$ cat src/rtl/lvds_rx_arbiter_pkg.sv
// Shared channel and word definitions for the lvds_rx merge path.
// Used by the arbiter, its buffers and its bus interface.
package lvds_rx_arbiter_pkg;

  localparam int CH_09  = 0;
  localparam int CH_24  = 1;
  localparam int NUM_CH = 2;
  localparam int WORD_W = 32;

  typedef logic [WORD_W-1:0] word_t;
  typedef logic [NUM_CH-1:0] ch_mask_t;

endpackage

$ cat src/rtl/lvds_rx_arbiter_if.sv
// Bus bundle between the two lvds_rx streams, the SMI FIFO port
// and the arbiter; master drives inputs, slave is the arbiter.
interface lvds_rx_arbiter_if #(
  parameter int CNT_W = 16
);
  import lvds_rx_arbiter_pkg::*;

  ch_mask_t         i_ch_en;
  logic             i_ch0_push;
  word_t            i_ch0_data;
  logic             i_ch1_push;
  word_t            i_ch1_data;
  logic             i_fifo_full;
  logic             o_fifo_push;
  word_t            o_fifo_data;
  logic             o_fifo_chan;
  logic             i_clear_stats;
  logic [CNT_W-1:0] o_ch0_drops;
  logic [CNT_W-1:0] o_ch1_drops;
  ch_mask_t         o_overflow;

  modport master (
    output i_ch_en,
    output i_ch0_push,
    output i_ch0_data,
    output i_ch1_push,
    output i_ch1_data,
    output i_fifo_full,
    output i_clear_stats,
    input  o_fifo_push,
    input  o_fifo_data,
    input  o_fifo_chan,
    input  o_ch0_drops,
    input  o_ch1_drops,
    input  o_overflow
  );

  modport slave (
    input  i_ch_en,
    input  i_ch0_push,
    input  i_ch0_data,
    input  i_ch1_push,
    input  i_ch1_data,
    input  i_fifo_full,
    input  i_clear_stats,
    output o_fifo_push,
    output o_fifo_data,
    output o_fifo_chan,
    output o_ch0_drops,
    output o_ch1_drops,
    output o_overflow
  );

endinterface

$ cat src/rtl/lvds_rx_elastic_buf.sv
// Per-channel elastic FIFO; a write while full succeeds only
// when a read retires an entry on the same edge.
module lvds_rx_elastic_buf
  import lvds_rx_arbiter_pkg::*;
#(
  parameter int DEPTH = 4
) (
  input  logic  clk,
  input  logic  rst,
  input  logic  wr,
  input  word_t wr_data,
  input  logic  rd,
  output word_t rd_data,
  output logic  full,
  output logic  empty
);

  localparam int AW = $clog2(DEPTH);

  word_t         mem [DEPTH];
  logic [AW-1:0] wp;
  logic [AW-1:0] rp;
  logic [AW:0]   cnt;
  logic          do_rd;
  logic          do_wr;

  assign empty   = (cnt == '0);
  assign full    = (cnt == (AW+1)'(DEPTH));
  assign do_rd   = rd & ~empty;
  assign do_wr   = wr & (~full | do_rd);
  assign rd_data = mem[rp];

  always_ff @(negedge clk) begin
    if (do_wr) mem[wp] <= wr_data;
  end

  always_ff @(negedge clk or posedge rst) begin
    if (rst) begin
      wp  <= '0;
      rp  <= '0;
      cnt <= '0;
    end else begin
      if (do_wr) wp <= wp + AW'(1);
      if (do_rd) rp <= rp + AW'(1);
      unique case ({do_wr, do_rd})
        2'b10:   cnt <= cnt + (AW+1)'(1);
        2'b01:   cnt <= cnt - (AW+1)'(1);
        default: cnt <= cnt;
      endcase
    end
  end

endmodule

$ cat src/rtl/lvds_rx_arbiter.sv
// Round-robin merge of two lvds_rx streams into the SMI FIFO,
// with per-channel enables, saturating drop counters and flags.
module lvds_rx_arbiter
  import lvds_rx_arbiter_pkg::*;
#(
  parameter int BUF_DEPTH = 4,
  parameter int CNT_W     = 16
) (
  input logic               i_ddr_clk,
  input logic               i_reset,
  lvds_rx_arbiter_if.slave  bus
);

  word_t    din     [NUM_CH];
  word_t    rd_data [NUM_CH];
  ch_mask_t push;
  ch_mask_t acc;
  ch_mask_t empty;
  ch_mask_t full;
  ch_mask_t avail;
  ch_mask_t pop;
  ch_mask_t wr;
  ch_mask_t rd;
  ch_mask_t drop;
  logic     any;
  logic     grant;
  logic     rr_ptr;
  word_t    pick;

  logic             push_q;
  word_t            data_q;
  logic             chan_q;
  logic [CNT_W-1:0] drops_q [NUM_CH];
  ch_mask_t         ovf_q;

  assign din[CH_09] = bus.i_ch0_data;
  assign din[CH_24] = bus.i_ch1_data;
  assign push       = {bus.i_ch1_push, bus.i_ch0_push};
  assign acc        = push & bus.i_ch_en;

  // An empty buffer forwards its incoming word straight to the pop mux
  assign avail = ~empty | acc;
  assign any   = ~bus.i_fifo_full & (|avail);

  always_comb begin
    grant = rr_ptr;
    unique case (avail)
      2'b01:   grant = 1'b0;
      2'b10:   grant = 1'b1;
      default: grant = rr_ptr;
    endcase
  end

  assign pop  = {any & grant, any & ~grant};
  assign rd   = pop & ~empty;
  assign wr   = acc & ~(pop & empty);
  assign drop = acc & full & ~pop;

  for (genvar k = 0; k < NUM_CH; k++) begin : g_buf
    lvds_rx_elastic_buf #(
      .DEPTH(BUF_DEPTH)
    ) u_buf (
      .clk    (i_ddr_clk),
      .rst    (i_reset),
      .wr     (wr[k]),
      .wr_data(din[k]),
      .rd     (rd[k]),
      .rd_data(rd_data[k]),
      .full   (full[k]),
      .empty  (empty[k])
    );
  end

  always_comb begin
    if (empty[grant]) pick = din[grant];
    else              pick = rd_data[grant];
  end

  always_ff @(negedge i_ddr_clk or posedge i_reset) begin
    if (i_reset) begin
      push_q <= 1'b0;
      data_q <= '0;
      chan_q <= 1'b0;
      rr_ptr <= 1'b0;
    end else begin
      push_q <= any;
      if (any) begin
        data_q <= pick;
        chan_q <= grant;
        rr_ptr <= ~grant;
      end
    end
  end

  // Clear takes priority over a drop landing on the same edge
  always_ff @(negedge i_ddr_clk or posedge i_reset) begin
    if (i_reset) begin
      for (int k = 0; k < NUM_CH; k++) drops_q[k] <= '0;
      ovf_q <= '0;
    end else if (bus.i_clear_stats) begin
      for (int k = 0; k < NUM_CH; k++) drops_q[k] <= '0;
      ovf_q <= '0;
    end else begin
      for (int k = 0; k < NUM_CH; k++) begin
        if (drop[k] && drops_q[k] != '1)
          drops_q[k] <= drops_q[k] + CNT_W'(1);
      end
      ovf_q <= ovf_q | drop;
    end
  end

  assign bus.o_fifo_push = push_q;
  assign bus.o_fifo_data = data_q;
  assign bus.o_fifo_chan = chan_q;
  assign bus.o_ch0_drops = drops_q[CH_09];
  assign bus.o_ch1_drops = drops_q[CH_24];
  assign bus.o_overflow  = ovf_q;

endmodule

$ cat src/flat_wrapper.sv
// flat-port wrapper written by rule: the top's interface ports become plain ports
module lvds_rx_arbiter_flat import lvds_rx_arbiter_pkg::*;
#(
  parameter int BUF_DEPTH = 4,
  parameter int CNT_W     = 16
)
  (i_ddr_clk, i_reset, bus_i_ch_en, bus_i_ch0_push, bus_i_ch0_data, bus_i_ch1_push, bus_i_ch1_data, bus_i_fifo_full, bus_i_clear_stats, bus_o_fifo_push, bus_o_fifo_data, bus_o_fifo_chan, bus_o_ch0_drops, bus_o_ch1_drops, bus_o_overflow);
  lvds_rx_arbiter_if #(.CNT_W(CNT_W)) bus_i ();
  input logic i_ddr_clk;
  input logic i_reset;
  input wire logic [$bits(bus_i.i_ch_en)-1:0] bus_i_ch_en;
  input wire logic [$bits(bus_i.i_ch0_push)-1:0] bus_i_ch0_push;
  input wire logic [$bits(bus_i.i_ch0_data)-1:0] bus_i_ch0_data;
  input wire logic [$bits(bus_i.i_ch1_push)-1:0] bus_i_ch1_push;
  input wire logic [$bits(bus_i.i_ch1_data)-1:0] bus_i_ch1_data;
  input wire logic [$bits(bus_i.i_fifo_full)-1:0] bus_i_fifo_full;
  input wire logic [$bits(bus_i.i_clear_stats)-1:0] bus_i_clear_stats;
  output wire logic [$bits(bus_i.o_fifo_push)-1:0] bus_o_fifo_push;
  output wire logic [$bits(bus_i.o_fifo_data)-1:0] bus_o_fifo_data;
  output wire logic [$bits(bus_i.o_fifo_chan)-1:0] bus_o_fifo_chan;
  output wire logic [$bits(bus_i.o_ch0_drops)-1:0] bus_o_ch0_drops;
  output wire logic [$bits(bus_i.o_ch1_drops)-1:0] bus_o_ch1_drops;
  output wire logic [$bits(bus_i.o_overflow)-1:0] bus_o_overflow;
  assign bus_i.i_ch_en = bus_i_ch_en;
  assign bus_i.i_ch0_push = bus_i_ch0_push;
  assign bus_i.i_ch0_data = bus_i_ch0_data;
  assign bus_i.i_ch1_push = bus_i_ch1_push;
  assign bus_i.i_ch1_data = bus_i_ch1_data;
  assign bus_i.i_fifo_full = bus_i_fifo_full;
  assign bus_i.i_clear_stats = bus_i_clear_stats;
  assign bus_o_fifo_push = bus_i.o_fifo_push;
  assign bus_o_fifo_data = bus_i.o_fifo_data;
  assign bus_o_fifo_chan = bus_i.o_fifo_chan;
  assign bus_o_ch0_drops = bus_i.o_ch0_drops;
  assign bus_o_ch1_drops = bus_i.o_ch1_drops;
  assign bus_o_overflow = bus_i.o_overflow;
  lvds_rx_arbiter #(.BUF_DEPTH(BUF_DEPTH), .CNT_W(CNT_W)) u_core (.i_ddr_clk(i_ddr_clk), .i_reset(i_reset), .bus(bus_i));
endmodule
$ cat config.mk
export PLATFORM = sky130hd
export DESIGN_NAME = lvds_rx_arbiter_flat
export DESIGN_NICKNAME = d
export VERILOG_FILES = /design/src/rtl/lvds_rx_arbiter_pkg.sv /design/src/rtl/lvds_rx_arbiter_if.sv /design/src/rtl/lvds_rx_elastic_buf.sv /design/src/rtl/lvds_rx_arbiter.sv /design/src/flat_wrapper.sv
export SDC_FILE = /design/constraint.sdc
export NUM_CORES = 1
export LEC_CHECK = 0
export BUFFER_PORTS_ARGS = -buffer_cell sky130_fd_sc_hd__buf_2
export CAP_MARGIN = 10
export CORE_AREA = 2 2 175 212
export CTS_CLUSTER_DIAMETER = 150
export DETAILED_ROUTE_END_ITERATION = 10
export DIE_AREA = 0 0 177 214
export PLACE_DENSITY_LB_ADDON = 0.2
export SKIP_CTS_REPAIR_TIMING = 1
export SYNTH_ARGS = -nofsm -noshare
export SYNTH_HDL_FRONTEND = slang
export SYNTH_SLANG_ARGS = --single-unit
$ cat constraint.sdc
create_clock -name i_ddr_clk -period 4 [get_ports i_ddr_clk]
set_clock_uncertainty 0.2 [all_clocks]
set_input_delay 0.6 -clock i_ddr_clk [delete_from_list [all_inputs] [get_ports i_ddr_clk]]
set_output_delay 0.6 -clock i_ddr_clk [all_outputs]
set_load 0.01 [all_outputs]
==> summary.md, run 1 <==
| Metric | Value |
|---|---|
| Crit. End Element | `flip-flop` |
| Total power | `13,900 uW` |
| Largest net degree at the start of global routing | `36` |
| Vias in the first global route | `9,958` |
| Most frequent cells after synthesis | `edfxtp_1 (256), nand2_1 (117), dfrtn_1 (83)` |
| Final worst setup slack | `-0.395 ns` |
| Slew HR | `37.8%` |
| Router iterations before antenna repair | `5` |
| R2R Path End | `u_core.g_buf[0].u_buf.mem[3][2]` |
| Yosys reg bits | `339` |
| Crit start category | `input port` |
| Post-synthesis sequential area ratio | `69.0%` |
| Mapped Cells | `883` |
| Worst Reg-to-Reg Cells | `13` |
| Total gr overflow | `0` |
| Synth top area share | `54.3%` |
| Cell variety after synth | `49` |
| Peak supply drop | `0.412 mV` |
| Core ar. | `35,700 um^2` |
| CTS root buffer | `clkbuf_16` |
| ANT nets after route | `0` |
| Ys flop type | `edfxtp_1` |
| First-pass GRT wire length | `54,200 um` |
| Port bufs | `139` |
| CTS buffer count | `37` |
| H-tree lvl count | `2` |
| Internal power | `9130 uW` |
| Post-route DRC | `0` |
| Chip Height | `214 um` |
| Most common cell in the netlist | `edfxtp_1` |
| Combinational power share | `34.6%` |
| Antenna violations before repair | `2` |
| Yosys Warn Count | `0` |
| Ys async rst share | `24.5%` |
| Clock sinks | `339` |
| Crit-path max FO | `10` |
| Full die area | `37,900 um^2` |
| Initial core utilization | `39.7%` |
| Final #Nets | `1,443` |
| Hold Path Stages | `1` |
| Antenna Diode Count | `0` |
| Sequential Power Share | `33.8%` |
| Worst reg2reg path startpoint | `u_core.g_buf[0].u_buf.cnt[2]` |
| Synth Area in Simple Gates | `8.18%` |
| Worst R2R Setup Slack | `0.93 ns` |
| Status | `finished with violations` |
| P_sw | `4760 uW` |
| Synth top area cells | `edfxtp_1 (54%), dfrtn_1 (15%), mux4_2 (10%), nand2_1 (3.1%), mux2i_1 (2.5%)` |
| Final setup fails | `337` |
| Via count | `9,406` |
| Post-DR vias/cell | `5.07` |
| Synthesized cell area | `14,200 um^2` |
| Layout cells sized above 1 | `29.0%` |
| Violated checks | `negative setup slack` |
| Clock Power Share | `31.6%` |
| Max Cap Violations | `0` |
| Switching share of total power | `34.3%` |
| Complex-gate fraction of the synthesized area | `4.63%` |
| Final Max Slew Viols | `0` |
| Crit path required time | `2.07 ns` |
| I/O pin total | `140` |
| Syn_nets | `969` |
| Worst-case clock buffer depth | `3` |
| Worst hold path startpoint | `u_core.bus.o_fifo_chan` |
| Routability congestion estimate | `0.751` |
| Initial DRC count | `519` |
| Final hold vios | `0` |
| HP Class | `reg2reg` |
| Sum Neg Setup Slack | `-110.59 ns` |
| DIE WIDTH | `177 um` |
| Synth Area per Inst | `16.0 um^2` |
| Hold Path Sink | `u_core.bus.o_fifo_chan` |
| Crit path arrival time | `2.47 ns` |
| Clk slew on worst S/H paths | `0.04 ns` |
| Clk_lat worst skew | `0.60 ns` |
| Leak | `0.00834 uW` |
| Post-synthesis mux area share | `13.1%` |
| Drt total wl | `36,300 um` |
| RSZ-0062 raised after global routing | `true` |
| Routed len/inst | `19.6 um` |
| Transition time at the pin with the least slew margin | `0.933 ns` |
| Area Overhead vs Synth | `34.5%` |
| Cell taking the most area after synthesis | `edfxtp_1` |
| Largest family of logic cells by synthesized area | `multiplexers` |
| Pwr Density | `730 nW/um^2` |
| CTS tree | `done` |
| Row count | `76` |
| Xor and xnor area share after synthesis | `2.04%` |
| All-layer global routing usage | `18.7%` |
| Setup CP Type | `in2reg` |
| EDFF count, synth | `256` |
| DP HPWL | `22,400 um` |
| Adder-cell share of the synthesized area | `1.34%` |
-- metal layers --
layer  track usage (%)  share of wire (%)  wire [um]
met2              31.8                 52      18700
met4              6.58                1.9        683
met1              23.0                 41      15000
met5                 0              0.055         20
met3              4.53                5.1       1860
-- power by group through the flow --
stage	sequential [uW]	combinational (uW)	clock (uW)
floorplan	4690	2670	380
global placement	4720	4240	380
detailed placement	4730	4280	380
CTS	4690	4290	4510
global route	4750	5180	4840
finish	4690	4810	4390
-- flip-flops by register name, summed over array words and instances (netlist names), 2 cells and up --
name,flops
u_core.bus.o_ch0_drops,16
u_core.bus.o_ch1_drops,16
u_core.bus.o_fifo_data,32
u_core.bus.o_overflow,2
u_core.g_buf.u_buf.cnt,6
u_core.g_buf.u_buf.mem,256
u_core.g_buf.u_buf.rp,4
u_core.g_buf.u_buf.wp,4
-- cell families (layout without fill, tap and decap cells) --
kind of cell    Yosys count  after routing
simple gates            251            251
fa+ha+maj                14             14
mux                     104            104
buf+inv                  63            566
compound gates           79             79
flops                   339            339
xor+xnor                 33             33
-- how the worst max path moves through the flow --
stage	from	endpoint	slack (ns)	cells after the start
detailed placement	bus_i_ch0_push	u_core.g_buf[1].u_buf.mem[3][4]	-1.0	12
finish	bus_i_ch_en[0]	u_core.g_buf[0].u_buf.mem[3][2]	-0.40	13
floorplan	bus_i_ch0_push	u_core.g_buf[0].u_buf.mem[0][0]	-0.86	8
global placement	bus_i_ch0_push	u_core.g_buf[1].u_buf.mem[3][4]	-1.01	12
global route	bus_i_ch_en[0]	u_core.g_buf[0].u_buf.cnt[2]	-0.48	13
CTS	bus_i_ch0_push	u_core.g_buf[1].u_buf.cnt[2]	-0.45	11
-- worst max-delay path: stages --
cell,delay [ns]
buf_8,0.08
nand2_8,0.05
and2_4,0.14
ha_4,0.28
mux2i_4,0.24
buf_6,0.13
buf_12,0.10
nand2_8,0.05
xnor2_2,0.13
a21oi_2,0.14
buf_6,0.13
and2_4,0.22
buf_12,0.16
-- final cells by class --
type	count	area, um^2
fill	3022	16600
clock buffer	49	1090
inverter	12	53.8
multi-input combinational	481	4440
clock inverter	275	1110
sequential	339	9760
timing repair buffer	230	1990
tap	468	586
-- cells in the final DEF (no fill, tap or decap), types with 9 or more instances in the layout --
cell type / n
a21oi_1: 9
a221o_1: 32
and2_4: 10
buf_12: 33
buf_2: 137
buf_4: 44
clkbuf_16: 48
dfrtn_1: 83
edfxtp_1: 256
ha_1: 11
inv_1: 271
mux2i_1: 30
mux4_2: 64
nand2_1: 113
nor2_1: 38
nor3_1: 30
xnor2_1: 14
xor2_1: 18
-- per-stage QoR --
step	std cells	utilization (%)	hold WS (ns)	setup slack (ns)	area (um^2)
finish	1854	53.4	0.247	-0.395	19000
detailed placement	1522	46.1	0.255	-0.998	16400
global route	1854	53.4	0.267	-0.476	19000
CTS	1845	52.2	0.259	-0.447	18600
floorplan	883	-	0.272	-0.857	14300
global placement	1522	46.1	0.236	-1.01	16400
Note: power is estimated with default switching activity, not from simulation.
==> run 2: changes to the inputs <==
--- a/config.mk
+++ b/config.mk
@@ -7,10 +7,10 @@
 export LEC_CHECK = 0
 export BUFFER_PORTS_ARGS = -buffer_cell sky130_fd_sc_hd__buf_2
 export CAP_MARGIN = 10
-export CORE_AREA = 2 2 175 212
+export CORE_AREA = 2 2 202 184
 export CTS_CLUSTER_DIAMETER = 150
 export DETAILED_ROUTE_END_ITERATION = 10
-export DIE_AREA = 0 0 177 214
+export DIE_AREA = 0 0 204 186
 export PLACE_DENSITY_LB_ADDON = 0.2
 export SKIP_CTS_REPAIR_TIMING = 1
 export SYNTH_ARGS = -nofsm -noshare
==> run 2 against run 1 <==
Compared with the run above:
- the flow still finishes with violations (negative setup slack)
- final cell count grew 3.7%
- sequential share of layout area shrank 1.8 points
- clock-buffer cell count shrank 1
- setup slack lost 0.063 ns
- die area grew 0.17%
- critical path type unchanged
- largest cell class unchanged
==> summary.md, run 2 (synthesis gave the netlist of run 1 again) <==
| Metric | Value |
|---|---|
| Clk_lat worst skew | `0.60 ns (about the same)` |
| Vias in the first global route | `9,732 (-2.3%)` |
| Worst Path Buf+Inv | `2 (-3)` |
| DP HPWL | `22,000 um (-1.9%)` |
| Full die area | `37,900 um^2 (+0.17%)` |
| H-tree lvl count | `2 (unchanged)` |
| Routability congestion estimate | `0.770 (+2.4%)` |
| Row count | `66 (-13%)` |
| Worst-case clock buffer depth | `3 (unchanged)` |
| Multi-input logic area | `4550 um^2 (+2.6%)` |
| Final setup fails | `334 (-0.89%)` |
| RSZ-0062 raised after global routing | `true` |
| Max Cap Violations | `0 (unchanged)` |
| Transition time at the pin with the least slew margin | `0.715 ns (-0.218 ns)` |
| Peak supply drop | `0.511 mV (+24%)` |
| Initial DRC count | `693 (+34%)` |
| Critical-path cell with the highest stage delay | `and2_4` |
| Status | `finished with violations` |
| Met2 Wirelength | `18,200 um (-2.9%)` |
| CTS root buffer | `clkbuf_16` |
| Final instance area | `19,700 um^2 (+3.5%)` |
| Sum Neg Setup Slack | `-120.55 ns (-9.95 ns)` |
| Violated checks | `negative setup slack` |
| Top layer in use | `met5` |
| Leak | `0.00866 uW (+3.9%)` |
| Chip Height | `186 um (-13%)` |
| Internal power | `9310 uW (+2.0%)` |
| CTS tree | `done` |
| Drt total wl | `37,800 um (+4.1%)` |
| Routed len/inst | `19.6 um (+0.35%)` |
| Final #Nets | `1,501 (+4.0%)` |
| CTS buffer count | `39 (+5.4%)` |
| Post-DR vias/cell | `5.10 (+0.50%)` |
| Crit. End Element | `flip-flop` |
| Core ar. | `35,800 um^2 (+0.51%)` |
| Layout fillers | `2,978 (-1.5%)` |
| Final hold vios | `0 (unchanged)` |
| Slew HR | `52.3% (+15 points)` |
| Top delay family on crit path | `simple AND/OR/NAND/NOR gates` |
| Antenna violations before repair | `3 (+1)` |
| Crit path arrival time | `2.55 ns (+0.08 ns)` |
| HP Class | `reg2reg` |
| Total gr overflow | `0 (unchanged)` |
| First-pass GRT wire length | `54,200 um (+0.13%)` |
| Cell Area, Placed | `16,300 um^2 (-0.62%)` |
| Largest Register | `u_core.g_buf.u_buf.mem` |
| Layout cells sized above 1 | `32.9% (+3.9 points)` |
| DIE WIDTH | `204 um (+15%)` |
| Clock sinks | `339 (unchanged)` |
| Crit start category | `input port` |
| Switching share of total power | `34.0% (-0.30 points)` |
| Clock Power Share | `32.6% (+1.0 points)` |
| Clk slew on worst S/H paths | `0.04 ns (about the same)` |
| Port bufs | `139 (unchanged)` |
| WL met3 | `2280 um (+23%)` |
| Sequential Power Share | `33.5% (-0.3 points)` |
| All-layer global routing usage | `18.9% (+0.25 points)` |
| I/O pin total | `140 (unchanged)` |
| Commonest non-fill, non-tap cell in the layout | `inv_1` |
| Most frequent cells in the layout | `inv_1 (270), edfxtp_1 (256), buf_2 (136), nand2_1 (110), buf_4 (88)` |
| Largest net degree at the start of global routing | `45 (+25%)` |
| WL met1 | `16,600 um (+11%)` |
| Combinational power share | `34.0% (-0.6 points)` |
| Initial core utilization | `39.5% (-0.20 points)` |
| Via count | `9,805 (+4.2%)` |
| Final Max Slew Viols | `0 (unchanged)` |
| Area Overhead vs Synth | `39.3%` |
| Max reg flops | `256 (unchanged)` |
| Worst slack, placed | `-1.13 ns (-0.132 ns)` |
| Final worst setup slack | `-0.458 ns (-0.0632 ns)` |
| Crit-path max FO | `6 (-4)` |
| P_sw | `4790 uW (+0.60%)` |
| Setup CP Type | `in2reg` |
| Worst path cell trace | `buf_8 > nand2_8 > and2_4 > ha_4 > mux2i_4 > nor2_2 > xor2_1 > a21oi_2 > and2_4 > clkbuf_16` |
| Crit path required time | `2.09 ns (+0.02 ns)` |
| Max incr delay on CP | `0.34 ns (+0.06 ns)` |
| Post-route DRC | `0 (unchanged)` |
| Router iterations before antenna repair | `5 (unchanged)` |
| ANT nets after route | `0 (unchanged)` |
| FF+latch area | `9760 um^2 (unchanged)` |
| CP most frequent cell | `and2_4` |
| Pwr Density | `716 nW/um^2 (-2.0%)` |
[run 2: cell type report]
class | count | share of cell area (%)
antenna | 2 | 0.0254
clock buffer | 48 | 5.17
clock inverter | 279 | 6.28
inverter | 12 | 0.273
multi-input combinational | 481 | 23.1
sequential | 339 | 49.5
tap | 476 | 3.02
timing repair buffer | 286 | 12.6
[run 2: metal layers]
metal / track usage, % / up-vias
li1: - / 4519
met3: 4.85 / 62
met5: 0 / -
met1: 25.0 / 4929
met4: 5.68 / 2
met2: 30.9 / 293
[run 2: metrics by stage]
step	std cells	hold WS, ns	power (uW)	util, %
CTS	1848	0.250	13600	51.9
detailed placement	1522	0.251	9340	45.6
floorplan	883	0.272	7740	-
global route	1921	0.277	15000	55.0
global placement	1522	0.239	9290	45.6
finish	1923	0.244	14100	55.0
[run 2: power groups by stage]
stage	sequential [uW]	clock [uW]	combinational, uW
final	4720	4590	4790
after global routing	4770	5030	5180
after CTS	4720	4700	4220
after detailed placement	4760	380	4200
after global placement	4760	380	4160
after floorplan	4690	380	2670
[run 2: final timing paths]
kind / start / to / slack, ns / cells past startpoint
setup / recovery: bus_i_ch0_push / u_core.g_buf[1].u_buf.mem[0][13] / -0.46 / 10
hold / removal: u_core.bus.o_fifo_chan / u_core.bus.o_fifo_chan / 0.24 / 1
setup reg to reg: u_core.g_buf[1].u_buf.cnt[2] / u_core.g_buf[1].u_buf.mem[0][13] / 0.89 / 10
hold reg to reg: u_core.bus.o_fifo_chan / u_core.bus.o_fifo_chan / 0.24 / 1
max in group asynchronous: i_reset / u_core.bus.o_fifo_data[19] / 1.46 / 3
min in group asynchronous: i_reset / u_core.bus.o_ch0_drops[11] / 1.85 / 3
==> run 3: changes to the inputs <==
--- a/config.mk
+++ b/config.mk
@@ -5,12 +5,12 @@
 export SDC_FILE = /design/constraint.sdc
 export NUM_CORES = 1
 export LEC_CHECK = 0
-export BUFFER_PORTS_ARGS = -buffer_cell sky130_fd_sc_hd__buf_2
 export CAP_MARGIN = 10
 export CORE_AREA = 2 2 202 184
 export CTS_CLUSTER_DIAMETER = 150
 export DETAILED_ROUTE_END_ITERATION = 10
 export DIE_AREA = 0 0 204 186
+export DONT_BUFFER_PORTS = 1
 export PLACE_DENSITY_LB_ADDON = 0.2
 export SKIP_CTS_REPAIR_TIMING = 1
 export SYNTH_ARGS = -nofsm -noshare
==> run 3 against run 2 <==
Compared with the run above:
- the run still ends with negative setup slack left
- routed wire length is 3.3% lower
- final cell count decreased by 9.9%
- total power is 4.8% lower
- combinational power shrank 13%
- hold slack better by 0.052 ns
- die area did not move
- via count fell by 7.8%
- sequential share of layout area rose by 3.9 points
- largest cell class unchanged
==> summary.md, run 3 (synthesis gave the netlist of run 1 again) <==
| Metric | Value |
|---|---|
| Peak supply drop | `0.458 mV (-10%)` |
| Worst slack, placed | `-0.858 ns (+0.272 ns)` |
| Layout cells sized above 1 | `20.5% (-12 points)` |
| CTS root buffer | `clkbuf_16` |
| Commonest non-fill, non-tap cell in the layout | `inv_1` |
| Clk slew on worst S/H paths | `0.05 ns (about the same)` |
| Post-Place Cells | `1,389 (-8.7%)` |
| Hold Path Sink | `u_core.rr_ptr` |
| DP HPWL | `22,500 um (+2.4%)` |
| Status | `finished with violations` |
| I/O pin total | `140 (unchanged)` |
| Initial core utilization | `39.5% (unchanged)` |
| Full die area | `37,900 um^2 (unchanged)` |
| Max reg flops | `256 (unchanged)` |
| Routed len/inst | `21.1 um (+7.3%)` |
| Max Cap Violations | `0 (unchanged)` |
| Final #Nets | `1,312 (-13%)` |
| Worst R2R Setup Slack | `0.92 ns (+0.03 ns)` |
| Final setup fails | `326 (-2.4%)` |
| Final hold vios | `0 (unchanged)` |
| R2R Path End | `u_core.bus.o_fifo_data[27]` |
| Final worst setup slack | `-0.326 ns (+0.132 ns)` |
| Post-route DRC | `0 (unchanged)` |
| Antenna Diode Count | `0 (-2)` |
| Critical-path cell with the highest stage delay | `mux2i_4` |
| Port bufs | `0 (-100%)` |
| Clock sinks | `339 (unchanged)` |
| CTS tree | `done` |
| Crit. End Element | `flip-flop` |
| Slew HR | `25.7% (-27 points)` |
| Total power | `13,400 uW (-4.8%)` |
| Max incr delay on CP | `0.34 ns (about the same)` |
| Leak | `0.00771 uW (-11%)` |
| Worst-case clock buffer depth | `3 (unchanged)` |
| Initial DRC count | `601 (-13%)` |
| Total gr overflow | `0 (unchanged)` |
| Hold Path Stages | `2 (+1)` |
| Via count | `9,037 (-7.8%)` |
| Most frequent cells in the layout | `inv_1 (269), edfxtp_1 (256), nand2_1 (113), dfrtn_1 (83), mux4_2 (64)` |
| Setup CP Type | `in2reg` |
| Crit-path max FO | `6 (unchanged)` |
| Crit path required time | `2.17 ns (+0.08 ns)` |
| All-layer global routing usage | `18.8% (-0.11 points)` |
| Worst reg2reg path startpoint | `u_core.g_buf[0].u_buf.cnt[2]` |
| Row count | `66 (unchanged)` |
| Post-DR vias/cell | `5.21 (+2.3%)` |
| Worst Reg-to-Reg Cells | `11 (+1)` |
| Crit path arrival time | `2.50 ns (-0.05 ns)` |
| Final Max Slew Viols | `0 (unchanged)` |
| Largest net degree at the start of global routing | `50 (+11%)` |
| Area Overhead vs Synth | `29.1%` |
| Antenna violations before repair | `0 (-3)` |
| Worst path cell trace | `nand2_8 > and2_4 > ha_4 > mux2i_4 > buf_6 > mux2i_4 > buf_12 > and2_4 > clkbuf_16 > a221o_1` |
| Core ar. | `35,800 um^2 (unchanged)` |
| Clk_lat worst skew | `0.61 ns (about the same)` |
| Largest Register | `u_core.g_buf.u_buf.mem` |
| Worst hold path startpoint | `u_core.rr_ptr` |
| Vias in the first global route | `9,264 (-4.8%)` |
| Final non-filler cell total | `1,733 (-9.9%)` |
| Drt total wl | `36,500 um (-3.3%)` |
| DIE WIDTH | `204 um (unchanged)` |
| Crit start category | `input port` |
| Transition time at the pin with the least slew margin | `1.11 ns (+0.400 ns)` |
| Violated checks | `negative setup slack` |
| Pwr Density | `735 nW/um^2 (+2.7%)` |
| Router iterations before antenna repair | `5 (unchanged)` |
| RSZ-0062 raised after global routing | `true` |
| CTS buffer count | `39 (unchanged)` |
| HP Class | `reg2reg` |
| Routability congestion estimate | `0.750 (-2.6%)` |
| H-tree lvl count | `2 (unchanged)` |
| Chip Height | `186 um (unchanged)` |
| Layout fillers | `3,104 (+4.2%)` |
| First-pass GRT wire length | `53,800 um (-0.84%)` |
| ANT nets after route | `0 (unchanged)` |
run 3: cell types whose count changed in the layout (fill, tap and decap cells not counted), moves of 4 or more:
cell / delta
buf_12: -5
a21oi_1: +4
buf_6: -7
buf_2: -136
clkinv_1: +5
nor2_1: +5
buf_4: -42
bufinv_16: -4
run 3: how the worst max path moves through the flow:
stage	from	to	cells after the start
finish	bus_i_ch0_push	u_core.bus.o_fifo_data[27]	10
global route	bus_i_ch0_push	u_core.g_buf[0].u_buf.mem[1][4]	10
CTS	bus_i_ch0_push	u_core.bus.o_ch1_drops[14]	10
detailed placement	bus_i_ch0_push	u_core.bus.o_ch1_drops[14]	10
global placement	bus_i_ch0_push	u_core.bus.o_ch1_drops[14]	10
floorplan	bus_i_ch0_push	u_core.g_buf[0].u_buf.mem[0][0]	8
run 3: layout make-up:
type	instances	area (um^2)	area share (%)
Multi-Input combinational cell	481	4340	23.7
Sequential cell	339	9760	53.4
Clock buffer	50	1070	5.85
Timing Repair Buffer	97	1330	7.30
Tap cell	476	596	3.26
Inverter	12	53.8	0.294
Clock inverter	278	1120	6.13
run 3: power breakdown:
part	switching, uW	leakage [uW]	internal (uW)
logic	2070	0.00235	2100
clock network	2080	0.00197	2310
registers	456	0.00339	4410
run 3: metal layers:
metal	global-route usage [%]	up-vias	share of wire, %
li1	-	4137	-
met2	29.2	251	47
met1	24.5	4592	43
met5	0	-	0
met3	7.00	57	8.0
met4	6.03	0	2.1
run 3: metrics by stage:
step | instance area, um^2 | hold WS (ns) | TNS, ns | util [%]
2_1_floorplan | 14300 | 0.272 | -266.83 | -
3_3_place_gp | 15700 | 0.291 | -258.20 | 43.7
3_5_place_dp | 15700 | 0.294 | -264.12 | 43.7
4_1_cts | 17800 | 0.295 | -67.63 | 49.8
5_1_grt | 18300 | 0.347 | -97.17 | 51.0
6_report | 18300 | 0.296 | -81.69 | 51.0
run 3: worst max-delay path: cells and delay by family:
kind,cells,cell delay [ns]
compound gates,1,0.28
fa+ha+maj,1,0.28
buf+inv,3,0.50
mux,2,0.41
simple gates,3,0.40
